--- config.mk ---
export PLATFORM = sky130hd
export DESIGN_NAME = pipeline_hazard_ctrl
export DESIGN_NICKNAME = d
export VERILOG_FILES = /design/src/rtl/pipeline_hazard_ctrl.sv
export SDC_FILE = /design/constraint.sdc
export NUM_CORES = 1
export LEC_CHECK = 0
export ABC_AREA = 1
export CORE_AREA = 2 2 55 57
export CTS_BUF_LIST = sky130_fd_sc_hd__clkbuf_4 sky130_fd_sc_hd__clkbuf_8
export DETAILED_ROUTE_END_ITERATION = 8
export DIE_AREA = 0 0 57 59
export PLACE_DENSITY = 0.76
export SLEW_MARGIN = 5
export SYNTH_ARGS = -nofsm -noshare
export SYNTH_HDL_FRONTEND = slang
export SYNTH_SLANG_ARGS = --single-unit
--- constraint.sdc ---
create_clock -name clk -period 3.9 [get_ports clk]
set_input_delay 0.975 -clock clk [delete_from_list [all_inputs] [get_ports clk]]
set_output_delay 0.975 -clock clk [all_outputs]
set_load 0.02 [all_outputs]
--- src/rtl/pipeline_hazard_ctrl.sv ---
// ============================================================================
// Module     : pipeline_hazard_ctrl
// Description: LEGv8 5-stage pipeline sequencer: load-use stall, branch flush,
//              data-memory wait freeze with timeout. Optional macro PERF_CNT_EN
//              adds cycle/stall/flush performance counters.
// Revision   : 1.0 - initial release
// ============================================================================
`default_nettype none

module pipeline_hazard_ctrl #(
  parameter int REG_IDX_W      = 5,
  parameter int BRANCH_PENALTY = 3,
  parameter int MEM_TIMEOUT    = 15,
  parameter int CNT_W          = 32
) (
  input  logic                 clk,
  input  logic                 reset,
  input  logic                 run_en,
  input  logic                 id_valid,
  input  logic [REG_IDX_W-1:0] id_rs1,
  input  logic [REG_IDX_W-1:0] id_rs2,
  input  logic                 id_uses_rs2,
  input  logic                 ex_valid,
  input  logic                 ex_mem_read,
  input  logic [REG_IDX_W-1:0] ex_rd,
  input  logic                 pc_src_im,
  input  logic                 dmem_req,
  input  logic                 dmem_ready,
  output logic                 pc_write,
  output logic                 ifid_write,
  output logic                 idex_bubble,
  output logic                 flush_if,
  output logic                 flush_id,
  output logic                 flush_ie,
  output logic                 stall_all,
  output logic [2:0]           state_o,
  output logic                 mem_timeout_err
`ifdef PERF_CNT_EN
  ,
  output logic [CNT_W-1:0]     cycle_cnt,
  output logic [CNT_W-1:0]     stall_cnt,
  output logic [CNT_W-1:0]     flush_cnt
`endif
);

  localparam int WAIT_W  = (MEM_TIMEOUT > 1) ? $clog2(MEM_TIMEOUT + 1) : 1;
  localparam int FLUSH_W = (BRANCH_PENALTY > 1) ? $clog2(BRANCH_PENALTY + 1) : 1;
  localparam logic [WAIT_W-1:0]    C_TIMEOUT    = WAIT_W'(MEM_TIMEOUT);
  localparam logic [FLUSH_W-1:0]   C_FLUSH_LOAD = FLUSH_W'(BRANCH_PENALTY - 1);
  localparam logic [REG_IDX_W-1:0] C_XZR        = {REG_IDX_W{1'b1}};

  typedef enum logic [2:0] {
    S_IDLE    = 3'd0,
    S_RUN     = 3'd1,
    S_LDUSE   = 3'd2,
    S_FLUSH   = 3'd3,
    S_MEMWAIT = 3'd4,
    S_ERROR   = 3'd5
  } state_t;

  state_t              r_state, w_state_n;
  logic [WAIT_W-1:0]   r_wait, w_wait_n;
  logic [FLUSH_W-1:0]  r_flush_left, w_flush_left_n;
  logic                r_err;
  logic                w_hazard;
  logic                w_mem_block;

  assign w_hazard = id_valid & ex_valid & ex_mem_read & (ex_rd != C_XZR) &
                    ((ex_rd == id_rs1) | (id_uses_rs2 & (ex_rd == id_rs2)));
  assign w_mem_block = dmem_req & ~dmem_ready;

  always_ff @(posedge clk or negedge reset) begin
    if (!reset) begin
      r_state      <= S_IDLE;
      r_wait       <= '0;
      r_flush_left <= '0;
      r_err        <= 1'b0;
    end else begin
      r_state      <= w_state_n;
      r_wait       <= w_wait_n;
      r_flush_left <= w_flush_left_n;
      if (w_state_n == S_ERROR)
        r_err <= 1'b1;
    end
  end

  always_comb begin
    w_state_n       = r_state;
    w_wait_n        = r_wait;
    w_flush_left_n  = r_flush_left;
    pc_write        = 1'b1;
    ifid_write      = 1'b1;
    idex_bubble     = 1'b0;
    flush_if        = 1'b0;
    flush_id        = 1'b0;
    flush_ie        = 1'b0;
    stall_all       = 1'b0;

    case (r_state)
      S_IDLE: begin
        pc_write   = 1'b0;
        ifid_write = 1'b0;
        flush_if   = 1'b1;
        flush_id   = 1'b1;
        flush_ie   = 1'b1;
        if (run_en)
          w_state_n = S_RUN;
      end

      S_RUN, S_LDUSE, S_FLUSH: begin
        if (w_mem_block) begin
          stall_all  = 1'b1;
          pc_write   = 1'b0;
          ifid_write = 1'b0;
          w_state_n  = S_MEMWAIT;
          w_wait_n   = WAIT_W'(1);
        end else if (pc_src_im && (r_state != S_FLUSH)) begin
          // pc_write stays high so the PC captures the branch target now
          flush_if       = 1'b1;
          flush_id       = 1'b1;
          flush_ie       = 1'b1;
          w_flush_left_n = C_FLUSH_LOAD;
          w_state_n      = (BRANCH_PENALTY > 1) ? S_FLUSH : S_RUN;
        end else if (w_hazard && (r_state == S_RUN)) begin
          pc_write    = 1'b0;
          ifid_write  = 1'b0;
          idex_bubble = 1'b1;
          w_state_n   = S_LDUSE;
        end else if (!run_en) begin
          w_state_n = S_IDLE;
        end else if (r_state == S_FLUSH) begin
          w_flush_left_n = r_flush_left - 1'b1;
          if (r_flush_left <= FLUSH_W'(1))
            w_state_n = S_RUN;
        end else begin
          w_state_n = S_RUN;
        end
      end

      S_MEMWAIT: begin
        if (dmem_ready) begin
          w_state_n = run_en ? S_RUN : S_IDLE;
        end else begin
          stall_all  = 1'b1;
          pc_write   = 1'b0;
          ifid_write = 1'b0;
          if (r_wait == C_TIMEOUT)
            w_state_n = S_ERROR;
          else
            w_wait_n = r_wait + 1'b1;
        end
      end

      S_ERROR: begin
        stall_all  = 1'b1;
        pc_write   = 1'b0;
        ifid_write = 1'b0;
      end

      default: w_state_n = S_IDLE;
    endcase
  end

  assign state_o         = r_state;
  assign mem_timeout_err = r_err;

`ifdef PERF_CNT_EN
  logic w_br_taken;

  // A branch is accepted only where the control block actually flushed for it
  assign w_br_taken = pc_src_im & ~w_mem_block &
                      ((r_state == S_RUN) | (r_state == S_LDUSE));

  always_ff @(posedge clk or negedge reset) begin
    if (!reset) begin
      cycle_cnt <= '0;
      stall_cnt <= '0;
      flush_cnt <= '0;
    end else begin
      if (r_state != S_IDLE) begin
        cycle_cnt <= cycle_cnt + 1'b1;
        if (!pc_write)
          stall_cnt <= stall_cnt + 1'b1;
      end
      if (w_br_taken)
        flush_cnt <= flush_cnt + 1'b1;
    end
  end
`endif

endmodule

`default_nettype wire

# After elaboration in Yosys (flattened, before gate mapping)
# Cells that the tools add are included.
[totals] register_bits=10 in_bits=25 output_inout_bits=11 word_cells=75
[classes] addsub=2 n_lt_le_gt_ge=1 n_eq_ne=15 mux=34 bitwise_logic=9 n_reduce_logical=10
[ops] operator="two-way mux 3 bit" count=9
[ops] operator="two-way mux 1 bit" count=13
[ops] operator="two-way mux 4 bit" count=3
[ops] operator="case mux 3 bit (4 select lines)" count=1
[ops] operator="== test 5 bit" count=2
[ops] operator="== test 3 bit, second input constant" count=3
[ops] operator="two-way mux 2 bit" count=4
[ops] operator="!= test 2 bit, second input constant" count=4
[ops] operator="case mux 4 bit (2 select lines)" count=1
[ops] operator="AND 1 bit" count=6
[ops] operator="== test 3 x 2 -> 1 bit, second input constant" count=2
[ops] operator="case mux 1 bit (3 select lines)" count=2
[ops] operator="nonzero test 2 bit" count=3
[ops] operator="!= test 5 bit, second input constant" count=1
[ops] operator="AND reduction 5 bit" count=1
[ops] operator="adder 4 x 1 -> 4 bit, second input constant" count=1
[ops] operator="== test 4 bit, second input constant" count=1
[ops] operator="AND reduction 4 bit" count=1
[ops] operator="== test 3 x 1 -> 1 bit, second input constant" count=1
[ops] operator="zero test 3 bit" count=1
[ops] operator="!= test 3 x 2 -> 1 bit, second input constant" count=1
[ops] operator="OR reduction 3 bit" count=1
[ops] operator="<= comparator 2 x 1 -> 1 bit, second input constant" count=1
[ops] operator="logical AND 1 bit" count=2
[ops] operator="5 further kinds" count=6

# Depth between registers and ports, before layout
# Gate-level depths: netlist (run 1).
[depth] word_depth=10 ltp_mapped=11

# Least setup slack after synthesis (run 1)
# Ideal clock, no wire load.
[synth_path] path_kind="in2out" startpoint="in ex_rd[3]" endpoint="out pc_write" arrival_ns=2.072 required_ns=2.925 path_slack_ns=0.853 path_stages=10 cell_sequence="inv_1 nand2_1 nand2_1 nor2_1 nand3_1 nand2_1 nand3_2 a21oi_1 o21ai_0 buf_4"
[synth_via] elab_chain_cells=9 word_cells_on_any_way=12
[synth_lines] element="start, declared" line="25" source="input logic [REG_IDX_W-1:0] ex_rd,"
[synth_lines] element="== test 5 bit" line="69" source="((ex_rd == id_rs1) | (id_uses_rs2 & (ex_rd == id_rs2)));"
[synth_lines] element="AND 1 bit" line="69"
[synth_lines] element="OR 1 bit" line="69"
[synth_lines] element="AND 1 bit (*)" line="68" source="assign w_hazard = id_valid & ex_valid & ex_mem_read & (ex_rd != C_XZR) &"
[synth_lines] element="logical AND 1 bit (*)" line="124" source="end else if (w_hazard && (r_state == S_RUN)) begin"
[synth_lines] element="two-way mux 1 bit (*) (3 in a row)"
[synth_lines] element="case mux 1 bit (3 select lines) (*)"
[synth_lines] element="end, declared" line="29" source="output logic pc_write,"
# Every way passes the cells marked *; elsewhere a longest branch is shown, timed or not.

# Final worst setup path (run 1)
[layout_path] startpoint="in dmem_ready" endpoint="out flush_ie"
[layout_via] elab_chain_cells=4
[layout_lines] element="start, declared" line="28" source="input logic dmem_ready,"
[layout_lines] element="NOT 1 bit" line="70" source="assign w_mem_block = dmem_req & ~dmem_ready;"
[layout_lines] element="AND 1 bit" line="70"
[layout_lines] element="two-way mux 1 bit" line="111" source="if (w_mem_block) begin"
[layout_lines] element="case mux 1 bit (2 select lines)" line="99" source="case (r_state)"
[layout_lines] element="end, declared" line="34" source="output logic flush_ie,"
# Every way passes these cells.

==> run_results.csv, run 1 <==
group,metric,value,unit
outcome,status,"finished clean",
synth,ys_seq_area_share,27.3,%
final_layout,diodes,0,
timing,fmax,0.267,GHz
final_layout,area_growth_syn_to_layout,43.3,%
synth,synth_edf_count,0,
pwr,p_per_area,525,nW/um^2
setup_path,crit_path_cell_trace,"clkdlybuf4s50_1 -> inv_1 -> nand2_1 -> inv_1 -> nor2_4 -> inv_1 -> o22ai_1 -> clkdlybuf4s50_1",
placement,place_congestion,0.760,
routing,first_iter_violations,24,
setup_path,cp_max_fo,4,
synth,ys.flop_type,"dfrtp_1",
timing,setup_violations,0,
clock_network,path_clk_slew,70,ps
floorplanning,io_pins,36,
setup_path,cpMostUsedCell,"inv_1",
clock_network,clock_sinks,10,
pwr,clkPwrFrac,10.5,%
timing,fin_crit_sh,96.0,%
timing,fin_worst_skew,3.23,ps
synth,ys.warnings.count,0,
pwr,p_total,689,uW
pwr,leakage,0.714,nW
placement,io_buffers,35,
pwr,seqPwrFrac,25.8,%
floorplanning,die_y,59,um
final_layout,nNetsFinal,208,
setup_path,setup.worst_path.start_class,"input pin",
floorplanning,die_x,57,um
setup_path,critPathCaptureType,"output port",
min_path,hp-class,"flip-flop to flip-flop",
synth,ys_types,28,
setup_path,crit_path_max_incr_delay,650,ps
floorplanning,start_util,33.8,%
pwr,power_switching,320,uW
grt,grt_max_degree,11,
synth,yosys.area.top_type,"dfrtp_1",
grt,grt_pass1_wl,3480,um
clock_network,cts.path.max_buffers,2,
setup_path,cp_data_arrival_time,2770,ps
setup_path,crit_required,2920,ps
synth,netlist.area_leader.share,27.3,%
timing,hold_viol_final,0,
routing,drc,0,
routing,via_count,952,
routing,vias_per_cell,4.51,
floorplanning,fp-row-count,19,
synth,yosys-top-cells-area,"dfrtp_1 (27%), nand2_1 (18%), inv_1 (11%)",
routing,wire_per_inst,9.81,um
timing,min_period,3740,ps
clock_network,htree_levels,1,
synth,synth_fp_nets,171,
timing,maxSlewViolCount,0,
final_layout,final_common_cell,"nand2_1",
routing,final_antenna_net_count,0,
pwr,p_sw_share,46.5,%
clock_network,post_cts_buffers,0,
floorplanning,core_region_area,2710,um^2
flow_run,drv_cap,0,
clock_network,cts_buffers,3,
timing,tightestPinTransition,464,ps
synth,synthesis.area,916,um^2
floorplanning,die-area,3360,um^2
placement,hpwlAfterDp,1740,um
setup_path,critPathKind,"input pin to output port",
grt,antenna_found_initial,0,
pwr,vdd_ir_drop_max,0.441,mV
clock_network,cts_tree,"done",
synth,ys_seq_elements,10,
pwr,combPwrFrac,63.8,%
final_layout,final_cell_mix,"nand2_1 (45), clkdlybuf4s50_1 (32), inv_1 (28)",
clock_network,clk_root_buffer_cell,"clkbuf_4",
clock_network,worst_skew_pair.late_latency,260,ps
setup_path,slowest_stage,"clkdlybuf4s50_1",
timing,rsz0062_at_grt,"false",
grt,grt_usage,13.3,%
synth,synthCells,145,
timing,slew_headroom,69.0,%
grt,gr-total-overflow,0,
grt,grt_pass1_vias,861,
final_layout,drive_gt1_share,11.7,%
synth,async_flop_share,100,%
synth,syn_avg_cell_area,6.32,um^2
timing,tns,0,ps
routing,dr.pass1.iters,4,
pwr,p_int,368,uW
routing,wirelength,2070,um
-- final timing paths --
| path | slack [ps] | cells after the start | startpoint | end |
|---|---|---|---|---|
| setup / recovery | 160 | 8 | dmem_ready | flush_ie |
| min in group asynchronous | 1030 | 1 | reset | state_o[1]$_DFF_PN0_ |
| setup reg to reg | 2450 | 8 | state_o[2]$_DFF_PN0_ | r_flush_left[0]$_DFFE_PN0P_ |
| max in group asynchronous | 2560 | 1 | reset | r_wait[0]$_DFFE_PN0P_ |
| hold reg to reg | 470 | 2 | mem_timeout_err$_DFFE_PN0N_ | mem_timeout_err$_DFFE_PN0N_ |
| hold / removal | 470 | 2 | mem_timeout_err$_DFFE_PN0N_ | mem_timeout_err$_DFFE_PN0N_ |
-- synthesized netlist by cell type, types with 2 or more instances --
cell and n:
dfrtp_1 10, a21oi_1 4, nand4_1 2, nand3_2 3
nor2_2 3, nor2_1 14, o21ai_0 3, nor2_4 2
nand2_1 45, buf_4 3, inv_1 28, nand3_1 7
nand2_2 3, inv_2 3, nand3b_1 2
-- cell type report --
cell class	instances	area [um^2]
Clock buffer	3	22.5
Fill cell	280	1400
Inverter	31	116
Multi-Input combinational cell	101	527
Sequential cell	10	250
Tap cell	31	38.8
Timing Repair Buffer	35	358
-- sequential cells by signal, indices dropped and copies added, names as in the netlist --
| register | count |
|---|---|
| state_o | 3 |
| r_flush_left | 2 |
| mem_timeout_err | 1 |
| r_wait | 4 |
-- power by group through the flow --
| stage | registers, mW | clock network [mW] | logic, mW |
|---|---|---|---|
| 2_1_floorplan | 0.188 | 0 | 0.292 |
| 3_3_place_gp | 0.178 | 0 | 0.440 |
| 3_5_place_dp | 0.179 | 0 | 0.444 |
| 4_1_cts | 0.177 | 0.0732 | 0.446 |
| 5_1_grt | 0.183 | 0.0803 | 0.485 |
| 6_report | 0.177 | 0.0722 | 0.439 |
-- critical path, delay by kind of cell --
family	cells	cell delay (ps)
buf+inv	5	1390
compound gates	1	200
simple gates	2	200
-- routing by layer --
metal | vias up | GRT usage (%) | routed length [um]
met5 | - | 0 | 0
met2 | 20 | 22.3 | 951
met1 | 415 | 16.9 | 997
met4 | 0 | 4.98 | 31
li1 | 513 | - | -
met3 | 4 | 2.62 | 88
-- timing repair --
item | 4_1_cts | 5_1_grt
setup endpoints to repair | 0 | 3
hold buffers | 0 | 0
gates resized for setup | 0 | 3
-- through the flow --
| step | hold WS, ps | instances | util [%] | cell area (um^2) | worst slack, ps |
|---|---|---|---|---|---|
| after floorplan | 479 | 145 | - | 916 | 853 |
| after global routing | 513 | 211 | 48.4 | 1310 | 29.7 |
| after detailed placement | 450 | 208 | 47.3 | 1280 | 39.6 |
| after CTS | 476 | 211 | 48.2 | 1310 | 26.3 |
| final | 470 | 211 | 48.4 | 1310 | 157 |
| after global placement | 454 | 208 | 47.3 | 1280 | 57.4 |
-- cell families after synthesis --
| logic type | count (synthesis) | synth area share, % |
|---|---|---|
| buf+inv | 34 | 15.2 |
| simple gates | 86 | 46.7 |
| xor+xnor | 2 | 1.91 |
| flops | 10 | 27.3 |
| fa+ha+maj | 1 | 1.37 |
| compound gates | 12 | 7.51 |
Note: power is estimated with default switching activity, not from simulation.
==> run 2: changes to the inputs <==
--- a/config.mk
+++ b/config.mk
@@ -6,6 +6,7 @@
 export NUM_CORES = 1
 export LEC_CHECK = 0
 export ABC_AREA = 1
+export ABC_CLOCK_PERIOD_IN_PS = 3900
 export CORE_AREA = 2 2 55 57
 export CTS_BUF_LIST = sky130_fd_sc_hd__clkbuf_4 sky130_fd_sc_hd__clkbuf_8
 export DETAILED_ROUTE_END_ITERATION = 8
==> results of run 2 <==
No change in the layout: final DEF, timing and power equal those of run 1.
==> run 3: changes to the inputs <==
--- a/config.mk
+++ b/config.mk
@@ -7,10 +7,10 @@
 export LEC_CHECK = 0
 export ABC_AREA = 1
 export ABC_CLOCK_PERIOD_IN_PS = 3900
-export CORE_AREA = 2 2 55 57
+export CORE_AREA = 5 5 58 60
 export CTS_BUF_LIST = sky130_fd_sc_hd__clkbuf_4 sky130_fd_sc_hd__clkbuf_8
 export DETAILED_ROUTE_END_ITERATION = 8
-export DIE_AREA = 0 0 57 59
+export DIE_AREA = 0 0 63 65
 export PLACE_DENSITY = 0.76
 export SLEW_MARGIN = 5
 export SYNTH_ARGS = -nofsm -noshare
==> run 3 against run 2 <==
Die area up 22%. Critical path type unchanged. Clock skew is 2.3 ps lower. Non-clock buffer count unchanged. Routed wire length rose by 1.4%. Highest routed layer is now met3. Register-to-register slack barely moved. Cell count up 0.95%.
==> run_results.csv, run 3 (synthesis results as in run 1) <==
group,metric,value,unit
setup_path,cp_data_arrival_time,2780,ps
timing,min_period,3750,ps
setup_path,crit_start,"dmem_ready",
floorplanning,io_pins,36,
pwr,p_per_area,523,nW/um^2
routing,wire_per_inst,9.86,um
pwr,p_sw_share,46.4,%
timing,fin_crit_sh,96.2,%
grt,grt_pass1_vias,917,
timing,hold_viol_final,0,
timing,slew_headroom,70.1,%
timing,holdWs,483,ps
setup_path,critPathKind,"input pin to output port",
clock_network,cts_tree,"done",
timing,rsz0062_at_grt,"false",
routing,wl_met3,175,um
grt,grt_usage,10.9,%
timing,tns,0,ps
pwr,clkPwrFrac,9.9,%
final_layout,largest_register_ffs,4,
pwr,seqPwrFrac,25.8,%
setup_path,crit_required,2920,ps
routing,vias_per_cell,4.39,
routing,via_count,936,
clock_network,cts.path.max_buffers,2,
pwr,combPwrFrac,64.3,%
floorplanning,core_region_area,2880,um^2
pwr,leakage,0.695,nW
timing,tightestPinTransition,447,ps
timing,fin_ws,148,ps
final_layout,drive_gt1_share,11.7,%
clock_network,path_clk_slew,60,ps
final_layout,final_cell_mix,"nand2_1 (45), clkdlybuf4s50_1 (33), inv_1 (28)",
pwr,p_int,368,uW
placement,io_buffers,35,
grt,grt_max_degree,11,
clock_network,clock_sinks,10,
min_path,hold_start,"mem_timeout_err$_DFFE_PN0N_",
pwr,power_switching,319,uW
final_layout,nNetsFinal,208,
grt,grt_pass1_wl,3750,um
floorplanning,start_util,31.8,%
floorplanning,die_y,65,um
grt,gr-total-overflow,0,
floorplanning,die_x,63,um
floorplanning,die-area,4100,um^2
clock_network,hold_buffers,0,
placement,place_congestion,0.790,
clock_network,worst_skew_pair.late_latency,250,ps
final_layout,area_growth_syn_to_layout,43.3,%
final_layout,diodes,0,
clock_network,clk_root_buffer_cell,"clkbuf_4",
setup_path,cp_max_fo,4,
clock_network,htree_levels,1,
routing,wl_met1,1060,um
placement,post-place-ws,51.8,ps
timing,maxSlewViolCount,0,
placement,hpwlAfterDp,1770,um
flow_run,drv_cap,0,
routing,final_antenna_net_count,0,
routing,wirelength,2100,um
min_path,hp-class,"flip-flop to flip-flop",
timing,fin_worst_skew,0.948,ps
final_layout,final_common_cell,"nand2_1",
floorplanning,fp-row-count,20,
setup_path,critPathCaptureType,"output port",
routing,drc,0,
grt,antenna_found_initial,0,
clock_network,cts_buffers,3,
timing,setup_violations,0,
pwr,vdd_ir_drop_max,0.491,mV
outcome,status,"finished clean",
setup_path,r2r_start,"state_o[0]$_DFF_PN0_",
setup_path,setup.worst_path.start_class,"input pin",
timing,fmax,0.267,GHz
routing,first_iter_violations,43,
routing,dr_wl_met2,865,um
routing,dr.pass1.iters,4,
routing,routed.top_layer,"met3",
final_layout,largest_register,"r_wait",
[run 3: cell type report]
cell class | instances | area [um^2]
flip-flops and latches | 10 | 250
clock buffers | 3 | 22.5
multi-input cells | 101 | 527
repair buffers | 35 | 355
inverters | 31 | 116
well taps | 33 | 41.3
fillers | 304 | 1570
[run 3: metrics by stage]
| stage | instance area [um^2] | total power, mW | utilization, % | instances |
|---|---|---|---|---|
| after detailed placement | 1280 | 0.625 | 44.7 | 210 |
| final | 1310 | 0.687 | 45.6 | 213 |
| after global routing | 1310 | 0.743 | 45.6 | 213 |
| after floorplan | 916 | 0.480 | - | 145 |
| after global placement | 1280 | 0.619 | 44.7 | 210 |
| after CTS | 1310 | 0.694 | 45.4 | 213 |
[run 3: critical path, cell delays in order]
cell and delay (ps):
clkdlybuf4s50_1 510, inv_1 70, nand2_1 50, inv_1 80, nor2_4 150, inv_1 90, o22ai_1 200, clkdlybuf4s50_1 660
[run 3: worst paths after layout]
check,to,slack [ps],cells after the start
worst min register to register,mem_timeout_err$_DFFE_PN0N_,480,2
worst max register to register,r_wait[0]$_DFFE_PN0P_,2440,7
min in group asynchronous,r_wait[2]$_DFFE_PN0P_,1030,1
worst min-delay path,mem_timeout_err$_DFFE_PN0N_,480,2
max in group asynchronous,r_wait[3]$_DFFE_PN0P_,2560,1
worst max-delay path,flush_if,150,8
[run 3: metal layers]
metal	vias up	global-route usage, %
met5	-	0
met4	0	2.39
met3	0	4.16
met2	26	17.2
met1	400	14.1
li1	510	-
[run 3: what timing repair did]
item	4_1_cts	5_1_grt
gates resized for setup	0	2
setup buffers	0	0
endpoints found under the setup margin	0	2
[run 3: power by group through the flow]
stage	clock [mW]	combinational, mW	sequential, mW
after floorplan	0	0.292	0.188
after global placement	0	0.442	0.177
final	0.0683	0.442	0.177
after global routing	0.0771	0.482	0.183
after CTS	0.0698	0.448	0.177
after detailed placement	0	0.447	0.179
==> edit 1 (settings of run 1) <==
The parameter `BRANCH_PENALTY` goes from 3 to 2.
--- a/src/rtl/pipeline_hazard_ctrl.sv
+++ b/src/rtl/pipeline_hazard_ctrl.sv
@@ -9,7 +9,7 @@
 
 module pipeline_hazard_ctrl #(
   parameter int REG_IDX_W      = 5,
-  parameter int BRANCH_PENALTY = 3,
+  parameter int BRANCH_PENALTY = 2,
   parameter int MEM_TIMEOUT    = 15,
   parameter int CNT_W          = 32
 ) (
Check against the original RTL: not equivalent (a bounded check fails within 4 cycles, from zero or initial values and one cycle with reset low).
==> edit 1 against run 1 <==
- total power increased by 0.13%
- clock skew increased by 0.0033 ns
- utilization about the same
- count of clock-buffer cells in the layout increased by 1
- clock power increased by 31%
- cell count increased by 0.95%
- design area about the same
- wire length decreased by 4.4%
- combinational power decreased by 6.2%
- sequential cell count unchanged
- setup slack improved by 0.20 ns
- critical path depth increased by 3
- global-route usage decreased by 0.34 points
- synthesized area decreased by 1.6%
- largest cell class unchanged
==> edit 1: results (changes against run 1) <==
Run status:
- The flow ran to the end, and the final reports show no timing, DRC or antenna violations.

Logic synthesis:
- The sequential share of the synthesized area came to 27.8% (+0.46 points).
- The share of synthesized flip-flops with an asynchronous set or reset is 100% (unchanged).
- The commonest cells after synthesis are nand2_1 (47), inv_1 (27), nor2_1 (16).
- The synthesized-area fraction occupied by xor and xnor cells came to 0.972% (-0.94 points).
- The fraction of the mapped netlist area in adder cells was 1.39% (+0.023 points).
- The fraction of the mapped netlist area in compound gates is 8.06% (+0.54 points).
- Ranked by total cell area, the synthesized netlist is headed by dfrtp_1 (28%), nand2_1 (20%), inv_1 (11%).
- The count of unique library cells instantiated by Yosys was 27 (-3.6%).
- The synthesized net count is 172 (+0.58%).

Placement:
- The half-perimeter wire length of the detailed placement result is 1630 um (-6.4%).
- The setup slack at placement came to 0.0212 ns (-0.0184 ns).
- The number of port buffers is 35 (unchanged).
- The routability congestion estimate is 0.753 (-0.93%).

Routing:
- The met3 routed wirelength is 106 um (+20%).
- The amount of wire on met2 after detailed routing came to 907 um (-4.6%).
- The via count came to 954 (+0.21%).
- In this run the top signal layer used is met4.
- The met1 routed wirelength after detailed routing is 947 um (-5.0%).
- The detailed router's first-iteration violation count came to 39 (+63%).
- The average wire per cell in the routed design is 9.29 um (-5.3%).

Worst hold path:
- The path class of the tightest hold or removal check is reg2reg.
- The end of the worst hold path is mem_timeout_err.

Timing:
- The pin slew with the least headroom to its limit was 0.471 ns (+0.00695 ns).
- The worst-case clock skew is 0.00651 ns (+0.00328 ns).

Final layout:
- The final antenna diode count came to 0 (unchanged).
- The share of post-route cells with drive strength above 1 was 9.89% (-1.8 points).
- The layout net count is 209 (+0.48%).

Critical path:
- The launching point of the worst reg2reg path is r_wait[0].
- The endpoint identified for the worst register-to-register timing path is r_wait[3].
- The number of cell instances on the worst register-to-register path is 10 (+2).
- The critical path data arrival time is 2.57 ns (-0.20 ns).

Pwr:
- The peak ir drop on the vdd network was 490 uV (+11%).
- The design internal power is 380 uW (+3.3%).
- The leakage power summed over all cells is 0.724 nW (+1.5%).

Clock network:
- The maximum buffer depth of the clock tree is 2 (unchanged).
- The cell sitting at the root of the clock tree is a clkbuf_4.
- The clock-pin transition on the worst setup and hold timing paths came to 0.07 ns (about the same).
- The clock network latency to the later pin of the worst-skew pair is 0.27 ns.

GRT:
- The wire length of the first global-routing pass is 3530 um (+1.2%).
- The overall track demand over capacity in global routing is 12.9% (-0.34 points).
- The number of global-route vias before repair is 906 (+5.2%).
- The number of antenna violations at the first check in global routing came to 0 (unchanged).
==> edit 1: kinds of logic (layout without fill, tap and decap cells) <==
logic type,count (synthesis),after routing
and+or+nand+nor,88,88
xor gates and xnor gates,1,1
buffers and inverters,33,69
AOI/OAI and AO/OA,13,13
adders and majority gates,1,1
DFF,10,10
==> edit 1: metrics by stage <==
stage | utilization, % | power, mW | hold WS (ns) | std cells | area [um2]
final | 48.4 | 0.690 | 0.482 | 213 | 1310
after global routing | 48.4 | 0.745 | 0.512 | 213 | 1310
after CTS | 48.1 | 0.698 | 0.478 | 213 | 1300
after detailed placement | 46.8 | 0.601 | 0.450 | 209 | 1270
after global placement | 46.8 | 0.596 | 0.455 | 209 | 1270
after floorplan | - | 0.464 | 0.479 | 146 | 901
==> edit 1: repair_timing <==
action                                  CTS  global route
buffers inserted                          0             0
endpoints found under the setup margin    0             3
resized for setup                         0             3
==> edit 1: power by group through the flow <==
stage,clock (mW),sequential (mW),combinational (mW)
3_3_place_gp,0,0.184,0.413
6_report,0.0944,0.183,0.412
5_1_grt,0.0989,0.190,0.456
4_1_cts,0.0972,0.182,0.418
2_1_floorplan,0,0.193,0.270
3_5_place_dp,0,0.184,0.417
==> edit 1: worst max path at each step <==
stage	from	endpoint	slack (ns)	cells past startpoint
2_1_floorplan	ex_rd[1]	pc_write	0.88	10
3_3_place_gp	ex_rd[4]	pc_write	0.08	11
3_5_place_dp	ex_rd[4]	pc_write	0.02	11
4_1_cts	ex_rd[4]	pc_write	0.02	11
5_1_grt	ex_rd[4]	ifid_write	0.19	11
6_report	ex_rd[4]	ifid_write	0.35	11
==> edit 1: metal layers <==
layer	track usage (%)	vias to the layer above
met2	22.2	18
met4	3.65	0
met1	16.7	412
met3	2.40	4
met5	0	-
li1	-	520
==> edit 1: layout make-up <==
type / count / area (um2)
fill: 284 / 1400
multi-input combinational: 103 / 513
timing repair buffer: 35 / 358
sequential: 10 / 250
inverter: 30 / 115
tap: 31 / 38.8
clock buffer: 4 / 36.3
==> edit 1: worst max-delay path: stages <==
cell             delay, ns
clkdlybuf4s50_1       0.55
inv_1                 0.06
nand2_1               0.05
nand2_1               0.05
nor2_1                0.12
nand3_1               0.08
nand2_1               0.10
nand3_2               0.09
a21oi_1               0.15
o21ai_0               0.12
dlymetal6s2s_1        0.22
==> edit 2 (flow settings as in run 1) <==
Made on the original files. Put one more register stage on the output `mem_timeout_err`, without a reset. The value now appears one clock later. The other outputs are not delayed to match.
--- a/src/rtl/pipeline_hazard_ctrl.sv
+++ b/src/rtl/pipeline_hazard_ctrl.sv
@@ -162,7 +162,9 @@
   end
 
   assign state_o         = r_state;
-  assign mem_timeout_err = r_err;
+  always_ff @(posedge clk) begin
+    mem_timeout_err <= r_err;
+  end
 
 `ifdef PERF_CNT_EN
   logic w_br_taken;
Behaviour: same outputs for any inputs over 10 cycles, from zero or initial values and one cycle with reset low; that may be too few to reach the edited logic, so the function may still have changed.
==> edit 2 against run 1 <==
- sequential cell count rose by 1
- clock power rose by 8.9%
- hold slack got worse by 0.083 ns
- setup slack barely moved
- combinational power fell by 4%
- non-clock buffer count rose by 2
- total power rose by 0.92%
- sequential power rose by 9.6%
- design area rose by 1.5%
- via count rose by 1.5%
- global-route usage rose by 0.50 points
- wire length rose by 1.4%
- synthesized area did not move
- critical path type unchanged
- critical endpoint is now flush_id
- largest cell class unchanged
==> edit 2: results (changes against run 1) <==
Run status:
- The flow ran to the end, and the final reports show no timing, DRC or antenna violations.

Pwr:
- The design internal power is 379 uW (+2.9%).
- The leakage power summed over all cells came to 0.724 nW (+1.5%).
- The peak ir drop on the vdd network was 369 uV (-16%).

Logic synthesis:
- The synthesized net count is 172 (+0.58%).
- By count the netlist is led by nand2_1 (47), inv_1 (30), nor2_1 (14).
- The fraction of the mapped netlist area in compound gates is 10.8% (+3.3 points).
- The average instance area after synthesis was 6.27 um2 (-0.68%).
- The share of synthesized flip-flops with an asynchronous set or reset was 90.9% (-9.1 points).
- The count of unique library cells instantiated by Yosys is 26 (-7.1%).
- By area the synthesized netlist is led by dfrtp_1 (27%), nand2_1 (19%), inv_1 (12%).
- The synthesized-area fraction occupied by xor and xnor cells was 1.91% (unchanged).
- The sequential share of the synthesized area is 29.5% (+2.2 points).

Final layout:
- The number of flip-flops in the largest register is 4 (unchanged).
- The share of post-route cells with drive strength above 1 is 12.0% (+0.29 points).
- The layout net count is 211 (+1.4%).
- The final instance count without filler cells is 215 (+1.9%).
- The final-layout fill cell count is 287 (+2.5%).

Routing:
- The number of vias per cell is 4.49 (-0.42%).
- The average wire per cell in the routed design is 9.77 um (-0.44%).
- The detailed router's first-iteration violation count came to 25 (+4.2%).

Worst hold path:
- The hold path startpoint is r_err.
- The path with the worst hold slack has its endpoint at mem_timeout_err.
- The number of stages on the worst hold path is 0 (-2).

Timing:
- The pin slew with the least headroom to its limit came to 0.449 ns (-0.0141 ns).
- The worst-case clock skew came to 0.00379 ns (+0.000558 ns).

Clock network:
- The maximum buffer depth of the clock tree is 2 (unchanged).
- The clock tree root buffer cell is clkbuf_4.
- The CTS buffer count is 3 (unchanged).
- Clock latency on the worst-skew pair, taken at its later pin, is 0.27 ns.

Placement:
- The half-perimeter wire length of the detailed placement result is 1800 um (+3.6%).
- The routability congestion estimate was 0.776 (+2.1%).

GRT:
- The largest net degree at the start of global routing is 11 (unchanged).
- The wire length of the first global-routing pass came to 3680 um (+5.7%).
- The overall track demand over capacity in global routing was 13.7% (+0.50 points).
- The number of global-route vias before repair was 868 (+0.81%).

Critical path:
- The register-to-register path setup slack is 2.45 ns (about the same).
- The launching point of the worst reg2reg path is state_o[2].
- The number of cell instances on the worst register-to-register path is 9 (+1).
-- edit 2: through the flow --
step / worst slack [ns] / util, % / hold WS (ns) / instance area [um2]
global placement: 0.0183 / 47.9 / 0.361 / 1300
CTS: 0.00141 / 48.9 / 0.381 / 1330
global route: 0.0201 / 49.2 / 0.388 / 1330
finish: 0.156 / 49.2 / 0.387 / 1330
floorplan: 0.724 / - / 0.347 / 916
detailed placement: 0.0172 / 47.9 / 0.365 / 1300
-- edit 2: area by class of cell --
type | instances | area, um2 | share of cell area (%)
clock buffer | 3 | 22.5 | 1.69
clock inverter | 1 | 5.00 | 0.376
inverter | 33 | 124 | 9.30
multi-input combinational | 99 | 499 | 37.5
sequential | 11 | 270 | 20.3
tap | 31 | 38.8 | 2.91
timing repair buffer | 37 | 373 | 28.0
-- edit 2: cell families (layout without fill, tap and decap cells) --
family | count (synthesis) | in the layout
simple gates | 81 | 81
buf+inv | 36 | 74
compound gates | 15 | 15
flops | 11 | 11
xor+xnor | 2 | 2
fa+ha+maj | 1 | 1
-- edit 2: power by group through the flow --
stage	clock network, mW	registers, mW	logic [mW]
floorplan	0	0.201	0.274
global placement	0	0.194	0.425
detailed placement	0	0.195	0.428
CTS	0.0817	0.193	0.428
global route	0.0881	0.201	0.470
finish	0.0786	0.194	0.423
-- edit 2: worst max-delay path by stage --
stage               slack (ns)       start       end
floorplan                 0.72  dmem_ready  flush_ie
global placement          0.02  dmem_ready  flush_id
detailed placement        0.02  dmem_ready  flush_id
CTS                      0.001  dmem_ready  flush_id
global route              0.02  dmem_ready  flush_id
finish                    0.16  dmem_ready  flush_id
-- edit 2: worst max-delay path, stage by stage --
cell             delay (ns)
clkdlybuf4s50_1        0.49
inv_1                  0.06
nand2_1                0.05
inv_1                  0.07
nor2_4                 0.16
inv_1                  0.09
o21ai_1                0.22
clkdlybuf4s50_1        0.66
-- edit 2: metal layers --
metal	wire length (um)	part of all wire (%)	track usage [%]	vias to the layer above
li1	-	-	-	518
met1	986	47	18.2	432
met2	1040	49	22.8	16
met3	75	3.6	3.49	0
met4	0	0	2.99	0
met5	0	0	0	-
-- edit 2: timing repair --
action / CTS / global route
endpoints found under the hold margin: 0 / 0
setup endpoints to repair: 0 / 6
resized for setup: 0 / 4
